**src/rtl/muldiv_arbiter.sv**
```systemverilog
// muldiv_arbiter: round-robin front end that shares one sequential
// multiply/divide unit among NREQ requesters, one operation in flight.
// The winner's operands are latched, the unit gets a one-cycle start, the
// unit_ready low->high sequence is tracked, and the result is returned
// tagged with the requester id.
// Optional build macro MULDIV_ARB_TIMEOUT_EN adds a watchdog that forces a
// zero result with timeout_err after TIMEOUT_CYCLES cycles of waiting.
module muldiv_arbiter #(
  parameter int NREQ           = 4,
  parameter int W              = 32,
  parameter int IDW            = 2,
  parameter int TIMEOUT_CYCLES = 128
) (
  input  logic                clk,
  input  logic                reset,
  input  logic [NREQ-1:0]     req,
  input  logic [NREQ-1:0]     req_m_d,
  input  logic [NREQ*W-1:0]   req_a,
  input  logic [NREQ*W-1:0]   req_b,
  output logic [NREQ-1:0]     gnt,
  output logic                busy,
  output logic                rsp_valid,
  output logic [IDW-1:0]      rsp_id,
  output logic                rsp_m_d,
  output logic [2*W-1:0]      rsp_data,
  output logic                unit_start,
  output logic                unit_m_d,
  output logic [W-1:0]        unit_a,
  output logic [W-1:0]        unit_b,
  input  logic                unit_ready,
  input  logic [2*W-1:0]      unit_result
`ifdef MULDIV_ARB_TIMEOUT_EN
  ,
  output logic                timeout_err
`endif
);

  typedef enum logic [2:0] {IDLE, ISSUE, WAIT_LO, WAIT_HI, RESP} state_t;

  // Illegal parameter combinations land in this empty marker block.
  if (NREQ < 2 || NREQ > 8 || (1 << IDW) < NREQ || TIMEOUT_CYCLES < 1) begin : g_bad_params
  end

  state_t           state_reg, state_next;
  logic [IDW-1:0]   ptr_reg;
  logic [IDW-1:0]   id_reg;
  logic             m_d_reg;
  logic [W-1:0]     a_reg;
  logic [W-1:0]     b_reg;
  logic [2*W-1:0]   data_reg;

  logic             found;
  logic [IDW-1:0]   win_id;
  logic             take;
  logic             capture;
  logic             expire;

  // Round-robin search: first requester at or after the pointer, wrapping.
  always_comb begin
    int cand;
    found  = 1'b0;
    win_id = '0;
    cand   = 0;
    for (int k = 0; k < NREQ; k++) begin
      cand = int'(ptr_reg) + k;
      if (cand >= NREQ) cand = cand - NREQ;
      if (!found && req[cand]) begin
        found  = 1'b1;
        win_id = IDW'(cand);
      end
    end
  end

`ifdef MULDIV_ARB_TIMEOUT_EN
  localparam int CW = $clog2(TIMEOUT_CYCLES + 1);
  logic [CW-1:0] cnt_reg;
  logic          to_reg;

  // Watchdog fires while waiting unless a genuine result arrives this cycle.
  always_comb begin
    expire = 1'b0;
    if ((state_reg == WAIT_LO || state_reg == WAIT_HI) &&
        !(state_reg == WAIT_HI && unit_ready) &&
        (cnt_reg >= CW'(TIMEOUT_CYCLES - 1)))
      expire = 1'b1;
  end

  // Wait counter: cleared when an op is issued, counts only in the wait states.
  always_ff @(posedge clk) begin
    if (reset) begin
      cnt_reg <= '0;
      to_reg  <= 1'b0;
    end else begin
      if (take)
        cnt_reg <= '0;
      else if (state_reg == WAIT_LO || state_reg == WAIT_HI)
        cnt_reg <= cnt_reg + 1'b1;
      if (capture)
        to_reg <= 1'b0;
      else if (expire)
        to_reg <= 1'b1;
    end
  end

  assign timeout_err = (state_reg == RESP) && to_reg;
`else
  assign expire = 1'b0;
`endif

  // Next-state and grant logic; gnt is only offered while idle and out of reset.
  always_comb begin
    state_next = state_reg;
    gnt        = '0;
    take       = 1'b0;
    capture    = 1'b0;
    case (state_reg)
      IDLE: begin
        if (!reset && unit_ready && found) begin
          gnt[win_id] = 1'b1;
          take        = 1'b1;
          state_next  = ISSUE;
        end
      end
      ISSUE:   state_next = WAIT_LO;
      WAIT_LO: begin
        if (expire)          state_next = RESP;
        else if (!unit_ready) state_next = WAIT_HI;
      end
      WAIT_HI: begin
        if (unit_ready) begin
          capture    = 1'b1;
          state_next = RESP;
        end else if (expire) begin
          state_next = RESP;
        end
      end
      RESP:    state_next = IDLE;
      default: state_next = IDLE;
    endcase
  end

  // State, pointer, latched operands and captured result.
  always_ff @(posedge clk) begin
    if (reset) begin
      state_reg <= IDLE;
      ptr_reg   <= '0;
      id_reg    <= '0;
      m_d_reg   <= 1'b0;
      a_reg     <= '0;
      b_reg     <= '0;
      data_reg  <= '0;
    end else begin
      state_reg <= state_next;
      if (take) begin
        id_reg  <= win_id;
        m_d_reg <= req_m_d[win_id];
        a_reg   <= req_a[win_id*W +: W];
        b_reg   <= req_b[win_id*W +: W];
        ptr_reg <= (win_id == IDW'(NREQ - 1)) ? '0 : win_id + 1'b1;
      end
      if (capture)
        data_reg <= unit_result;
      else if (expire)
        data_reg <= '0;
    end
  end

  assign busy       = (state_reg != IDLE);
  assign unit_start = (state_reg == ISSUE);
  assign rsp_valid  = (state_reg == RESP);
  assign rsp_id     = id_reg;
  assign rsp_m_d    = m_d_reg;
  assign rsp_data   = data_reg;
  assign unit_m_d   = m_d_reg;
  assign unit_a     = a_reg;
  assign unit_b     = b_reg;

endmodule

```
**config.mk**
```make
export PLATFORM = sky130hd
export DESIGN_NAME = muldiv_arbiter
export DESIGN_NICKNAME = d
export VERILOG_FILES = /design/src/rtl/muldiv_arbiter.sv
export SDC_FILE = /design/constraint.sdc
export NUM_CORES = 1
export LEC_CHECK = 0
export BUFFER_PORTS_ARGS = -buffer_cell sky130_fd_sc_hd__buf_2
export CAP_MARGIN = 20
export CORE_AREA = 5 5 178 180
export CTS_BUF_LIST = sky130_fd_sc_hd__clkbuf_2 sky130_fd_sc_hd__clkbuf_4 sky130_fd_sc_hd__clkbuf_8
export CTS_CLUSTER_DIAMETER = 50
export DETAILED_ROUTE_END_ITERATION = 6
export DIE_AREA = 0 0 183 185
export PLACE_DENSITY_LB_ADDON = 0.3
export SYNTH_ARGS = -nofsm -noshare
export SYNTH_HDL_FRONTEND = slang
export SYNTH_SLANG_ARGS = --single-unit
```
**constraint.sdc**
```tcl
create_clock -name clk -period 1.9 [get_ports clk]
set_input_delay 0.285 -clock clk [delete_from_list [all_inputs] [get_ports clk]]
set_output_delay 0.285 -clock clk [all_outputs]
set_load 0.01 [all_outputs]
```
==> results of run 1 <==
[repair_timing]
| item | in CTS | in global routing |
|---|---|---|
| resized for setup | 59 | 33 |
| gates cloned | 16 | 0 |
| buffers inserted | 16 | 3 |
| endpoints found under the setup margin | 67 | 67 |
| hold buffers | 48 | 0 |
| pin swaps | 44 | 16 |
| endpoints found under the hold margin | 48 | 0 |
[kinds of logic after synthesis]
logic type | Yosys count
AOI/OAI and AO/OA | 136
buffers and inverters | 60
adders and majority gates | 1
and+or+nand+nor | 227
DFF | 136
muxes | 130
[per-layer routing]
layer	part of all wire, %	vias to the layer above	global-route usage (%)	wire [um]
met3	8.8	40	6.19	2720
met1	38	3360	19.5	11700
met4	2.9	6	6.88	884
li1	-	3548	-	-
met2	50	323	30.0	15400
met5	0.15	-	0	47
[through the flow]
step | std cells | util, % | total power, mW
2_1_floorplan | 690 | - | 4.23
3_3_place_gp | 1526 | 30.4 | 5.07
3_5_place_dp | 1526 | 30.4 | 5.09
4_1_cts | 1637 | 36.1 | 8.30
5_1_grt | 1640 | 36.6 | 8.64
6_report | 1640 | 36.6 | 8.22
[worst max-delay path, stage by stage (launching register included)]
cell,delay [ns]
dfxtp_4,0.36
or4_4,0.52
and2_4,0.20
inv_4,0.07
ha_4,0.12
and2_4,0.13
buf_6,0.10
[placed cells by master (no fill, tap or decap), drive strengths merged, types with 3 or more instances in the layout]
cell type / Yosys / final
mux2i: 130 / 130
clkbuf: 34 / 22
dlygate4sd3: 0 / 48
nor2: 7 / 7
nand2b: 4 / 4
o221ai: 65 / 65
clkinvlp: 0 / 3
nor2b: 4 / 4
dfxtp: 136 / 136
clkinv: 0 / 5
nand2: 197 / 197
buf: 25 / 531
and2: 3 / 3
a21oi: 65 / 65
[worst paths after layout]
kind	endpoint	slack, ns	cells after the start
worst max register to register	unit_b[5]	-0.32	9
worst min-delay path	rsp_data[56]	0.06	3
worst max-delay path	gnt[3]	-0.35	6
worst min register to register	rsp_id[1]	0.44	2
[where the power goes]
part / leakage (nW) / internal (mW) / switching, mW
clock: 0.195 / 1.19 / 1.22
combinational: 4.19 / 1.45 / 1.19
sequential: 1.11 / 3.05 / 0.115
[area by class of cell]
cell class | instances | area share [%]
tap | 396 | 4.51
clock buffer | 22 | 2.70
multi-input combinational | 494 | 31.7
timing repair buffer | 579 | 35.3
antenna | 2 | 0.0456
inverter | 1 | 0.0570
sequential | 136 | 24.9
clock inverter | 10 | 0.855
==> summary.txt, run 1 <==
Yosys
  • Cells after Synth: 690
  • FF+latch count, synth: 136
  • Most used DFF post-synth: dfxtp_1
  • Fraction of registers with async set/reset: 0%
  • Most instantiated cells after synthesis: nand2_1 (197), dfxtp_1 (136), mux2i_1 (130), a21oi_1 (65), o221ai_1 (65)
  • Post-synthesis xor/xnor area fraction: 0%
  • Synth area leader: dfxtp_1
  • Synth top area cells: dfxtp_1 (44%), mux2i_1 (21%), nand2_1 (12%)
  • Compound-cell area share of the yosys netlist: 15.2%
  • Post-Synth Adder-Cell Area: 0.201%
  • Number of synthesized flops with an enable pin: 0
  • Main combinational cell family by area after synthesis: multiplexers
  • Share of the synthesized area in the top cell type: 43.8%
  • Most frequent cell after synthesis: nand2_1
  • Syn nets: 1022
  • Post-synthesis sequential area ratio: 43.8%
  • Distinct cell type count after synthesis: 32
  • Synthesis Warnings: 0
  • Simple logic cell fraction of the synthesized area: 14.8%
  • Post-synthesis mux area share: 20.9%
  • Syn Area/Cell: 9.01 um2
  • Mapped Area: 6210 um2

Place
  • Pre-CTS WS: -0.277 ns
  • DP Area: 9140 um2
  • Post-DP HPWL: 21600 um
  • I/O Buffers: 469
  • GP Congestion: 0.785

Floorplan
  • Number of primary I/O pins: 470
  • Die height: 185 um
  • DIE WIDTH: 183 um
  • Die area: 33900 um2
  • Initial Util: 20.7%
  • Core area: 30000 um2
  • Site Rows: 64

Route
  • Drt wl/cell: 18.7 um
  • Via count: 7277
  • DRT iter0 DRCs: 169
  • Number of detailed-route iterations in the first pass: 4
  • ANT nets after route: 0
  • # DRC: 0
  • Drt total wl: 30700 um
  • Vias per inst: 4.44

Worst setup path
  • Worst EP arrival: 1.97 ns
  • Crit path launch: ptr_reg[1]
  • Crit path capture type: primary output
  • RR Startpoint: ptr_reg[1]
  • CP Max Fanout: 5
  • Kind of start point of the critical path: register
  • CP Class: reg2out
  • Worst path required time: 1.62 ns

Clock tree
  • Clk_lat worst skew: 0.48 ns
  • TritonCTS Buffers: 17
  • # clock sinks: 136
  • Clock slew at reported path FFs: 0.08 ns
  • Root buf cell: clkbuf_8
  • TritonCTS clock tree: done
  • Clock Path Buffers: 2
  • Htree depth: 4

Global route
  • Gr ovfl total: 0
  • Initial antenna violation count: 5
  • Vias in the first global route: 7555
  • Gr usage total: 17.3%
  • Largest net degree at the start of global routing: 70
  • Global-route wire length before repair: 44800 um

Cells and area
  • Design Area, Final: 11000 um2
  • Area of the multi-input gates: 3480 um2
  • Layout cell share with drive strength beyond 1: 49.1%
  • Layout area overhead: 76.7%
  • Max FFs per register: 64
  • Filler cell count: 3164
  • Final nets: 1561
  • Sequential cell area: 2730 um2

Run status
  • Failing checks: setup timing
  • Status: complete, but fails checks

STA
  • Worst hold slack: 0.0558 ns
  • Clock skew: 0.0199 ns
  • Final hold violations: 0
  • Max frequency: 444 MHz
  • Slew @ Worst Pin: 0.751 ns
  • Final setup violation count: 68
  • RSZ-0062 raised after global routing: yes
  • Final worst setup slack: -0.354 ns
  • Final min period: 2.25 ns
  • Final worst path period share: 119%
  • Max Slew Vio Count: 0
  • Slew Limit Headroom: 49.9%
  • Accumulated negative setup slack: -16.46 ns

Pwr
  • Pwr Density: 749 nW/um2
  • Peak supply drop: 0.450 mV
  • Leakage: 5.49 nW

Worst hold path
  • Hold Path Class: in2reg
  • Hold Startpoint: unit_result[56]

Flow run
  • Max Cap Violations: 0
Note: power is estimated with default switching activity, not from simulation.
==> run 2, diff against run 1 <==
--- a/config.mk
+++ b/config.mk
@@ -10,9 +10,11 @@
 export CORE_AREA = 5 5 178 180
 export CTS_BUF_LIST = sky130_fd_sc_hd__clkbuf_2 sky130_fd_sc_hd__clkbuf_4 sky130_fd_sc_hd__clkbuf_8
 export CTS_CLUSTER_DIAMETER = 50
+export CTS_CLUSTER_SIZE = 8
 export DETAILED_ROUTE_END_ITERATION = 6
 export DIE_AREA = 0 0 183 185
 export PLACE_DENSITY_LB_ADDON = 0.3
+export RECOVER_POWER = 50
 export SYNTH_ARGS = -nofsm -noshare
 export SYNTH_HDL_FRONTEND = slang
 export SYNTH_SLANG_ARGS = --single-unit
==> run 2 against run 1 <==
  * The run still ends with setup timing left
  * Register-to-register slack barely moved
  * Critical path depth did not move
  * Global-route usage is the same
  * Flip-flop and latch count unchanged
  * First-iteration DRC count increased by 6.5%
  * Critical endpoint unchanged
  * Largest cell class unchanged
  * Highest routed layer unchanged
==> summary.txt, run 2 (synthesized netlist as in run 1, its figures left out) <==
Run status
  • Status: complete, but fails checks
  • Failing checks: setup timing

Route
  • Drt total wl: 30600 um
  • ANT nets after route: 0
  • DRT iter0 DRCs: 180
  • Vias per inst: 4.45
  • # DRC: 0
  • Drt wl/cell: 18.7 um
  • Via count: 7291
  • Number of detailed-route iterations in the first pass: 4

Worst setup path
  • Crit-path slowest cell: or4_4
  • Worst EP arrival: 1.97 ns
  • Crit-path max cell delay: 0.52 ns
  • Critical Path Most Common Cell: and2_4
  • Worst path required time: 1.62 ns
  • R2r setup slk: -0.32 ns
  • CP Class: reg2out
  • Crit path capture type: primary output
  • CP Max Fanout: 5
  • Kind of start point of the critical path: register
  • Crit-path cells: or4_4 > and2_4 > inv_4 > ha_4 > and2_4 > buf_6

Clock tree
  • TritonCTS clock tree: done
  • Htree depth: 4
  • Root buf cell: clkbuf_8
  • Clock Path Buffers: 2
  • Clock slew at reported path FFs: 0.08 ns
  • Clk_lat worst skew: 0.48 ns
  • # clock sinks: 136
  • TritonCTS Buffers: 17

Floorplan
  • Number of primary I/O pins: 470
  • Site Rows: 64
  • Die height: 185 um
  • Core area: 30000 um2
  • Initial Util: 20.7%
  • Die area: 33900 um2
  • DIE WIDTH: 183 um

Global route
  • Gr ovfl total: 0
  • Initial antenna violation count: 5
  • Gr usage total: 17.3%
  • Vias in the first global route: 7555
  • Global-route wire length before repair: 44800 um
  • Largest net degree at the start of global routing: 70

STA
  • Final min period: 2.25 ns
  • Slew @ Worst Pin: 0.760 ns
  • Final worst path period share: 119%
  • Final hold violations: 0
  • RSZ-0062 raised after global routing: yes
  • Accumulated negative setup slack: -16.40 ns
  • Clock skew: 0.0186 ns
  • Max Slew Vio Count: 0
  • Final worst setup slack: -0.353 ns
  • Max frequency: 444 MHz
  • Slew Limit Headroom: 49.4%
  • Final setup violation count: 68

Cells and area
  • Filler cell count: 3213
  • Layout area overhead: 74.6%
  • Max FFs per register: 64
  • Leading cell types in the layout, fill and taps excluded: buf_2 (365), nand2_1 (196), dfxtp_1 (133), mux2i_1 (112), clkbuf_1 (101)
  • Commonest non-fill, non-tap cell in the layout: buf_2
  • Final Util: 36.1%
  • Layout cell share with drive strength beyond 1: 41.0%
  • Design Area, Final: 10900 um2
  • Final nets: 1561

Worst hold path
  • Hold Path Class: in2reg

Pwr
  • Overall Power: 8.19 mW
  • Pwr Density: 755 nW/um2
  • Leakage: 5.06 nW
  • Peak supply drop: 0.444 mV

Place
  • I/O Buffers: 469
  • Post-DP HPWL: 21600 um
  • DP Area: 9140 um2
  • GP Congestion: 0.785

Flow run
  • Max Cap Violations: 0
-- run 2: changes by cell type in the layout (fill, tap and decap cells not counted), sizes merged --
| cell | previous run | this run |
|---|---|---|
| clkbuf | 22 | 123 |
| buf | 531 | 430 |
-- run 2: layout make-up --
| class | count | area (um2) | share of cell area (%) |
|---|---|---|---|
| multi-input combinational | 494 | 3480 | 32.0 |
| sequential | 136 | 2730 | 25.2 |
| antenna | 2 | 5.00 | 0.0461 |
| inverter | 1 | 6.26 | 0.0577 |
| clock inverter | 10 | 93.8 | 0.865 |
| clock buffer | 22 | 297 | 2.73 |
| tap | 396 | 495 | 4.57 |
| timing repair buffer | 579 | 3740 | 34.5 |
-- run 2: layer usage --
layer	up-vias	part of all wire [%]	global-route usage, %
met5	-	0.15	0
met3	42	8.9	6.19
met1	3368	38	19.5
li1	3550	-	-
met4	6	2.9	6.88
met2	325	50	30.0
-- run 2: worst max-delay path: cells and delay by family, from the launching register on --
family        cells  cell delay [ns]
simple gates      3             0.85
fa+ha+maj         1             0.12
flops             1             0.36
buf+inv           2             0.17
-- run 2: path summary, 6_finish.rpt --
kind                   to       startpoint  cells past startpoint
max                gnt[3]       ptr_reg[1]                      6
min          rsp_data[56]  unit_result[56]                      3
max reg2reg     unit_b[5]       ptr_reg[1]                      9
min reg2reg     rsp_id[1]        rsp_id[1]                      2
-- run 2: what timing repair did --
action / 4_1_cts / 5_1_grt
buffers inserted: 16 / 3
cloned: 16 / 0
hold buffers: 48 / 0
pin swaps: 44 / 16
setup endpoints to repair: 67 / 67
hold endpoints to repair: 48 / 0
resized for setup: 59 / 33
-- run 2: power by group --
group,total (mW),internal [mW],switching [mW]
Clock,2.41,1.19,1.22
Sequential,3.17,3.05,0.118
Combinational,2.60,1.41,1.19
-- run 2: per-stage QoR --
step | std cells | setup slack (ns) | hold WS, ns
2_1_floorplan | 690 | 0.00154 | 0.421
3_3_place_gp | 1526 | -0.312 | 0.429
3_5_place_dp | 1526 | -0.277 | 0.436
4_1_cts | 1637 | -0.450 | 0.0000577
5_1_grt | 1640 | -0.459 | 0.0196
6_report | 1640 | -0.353 | 0.0578
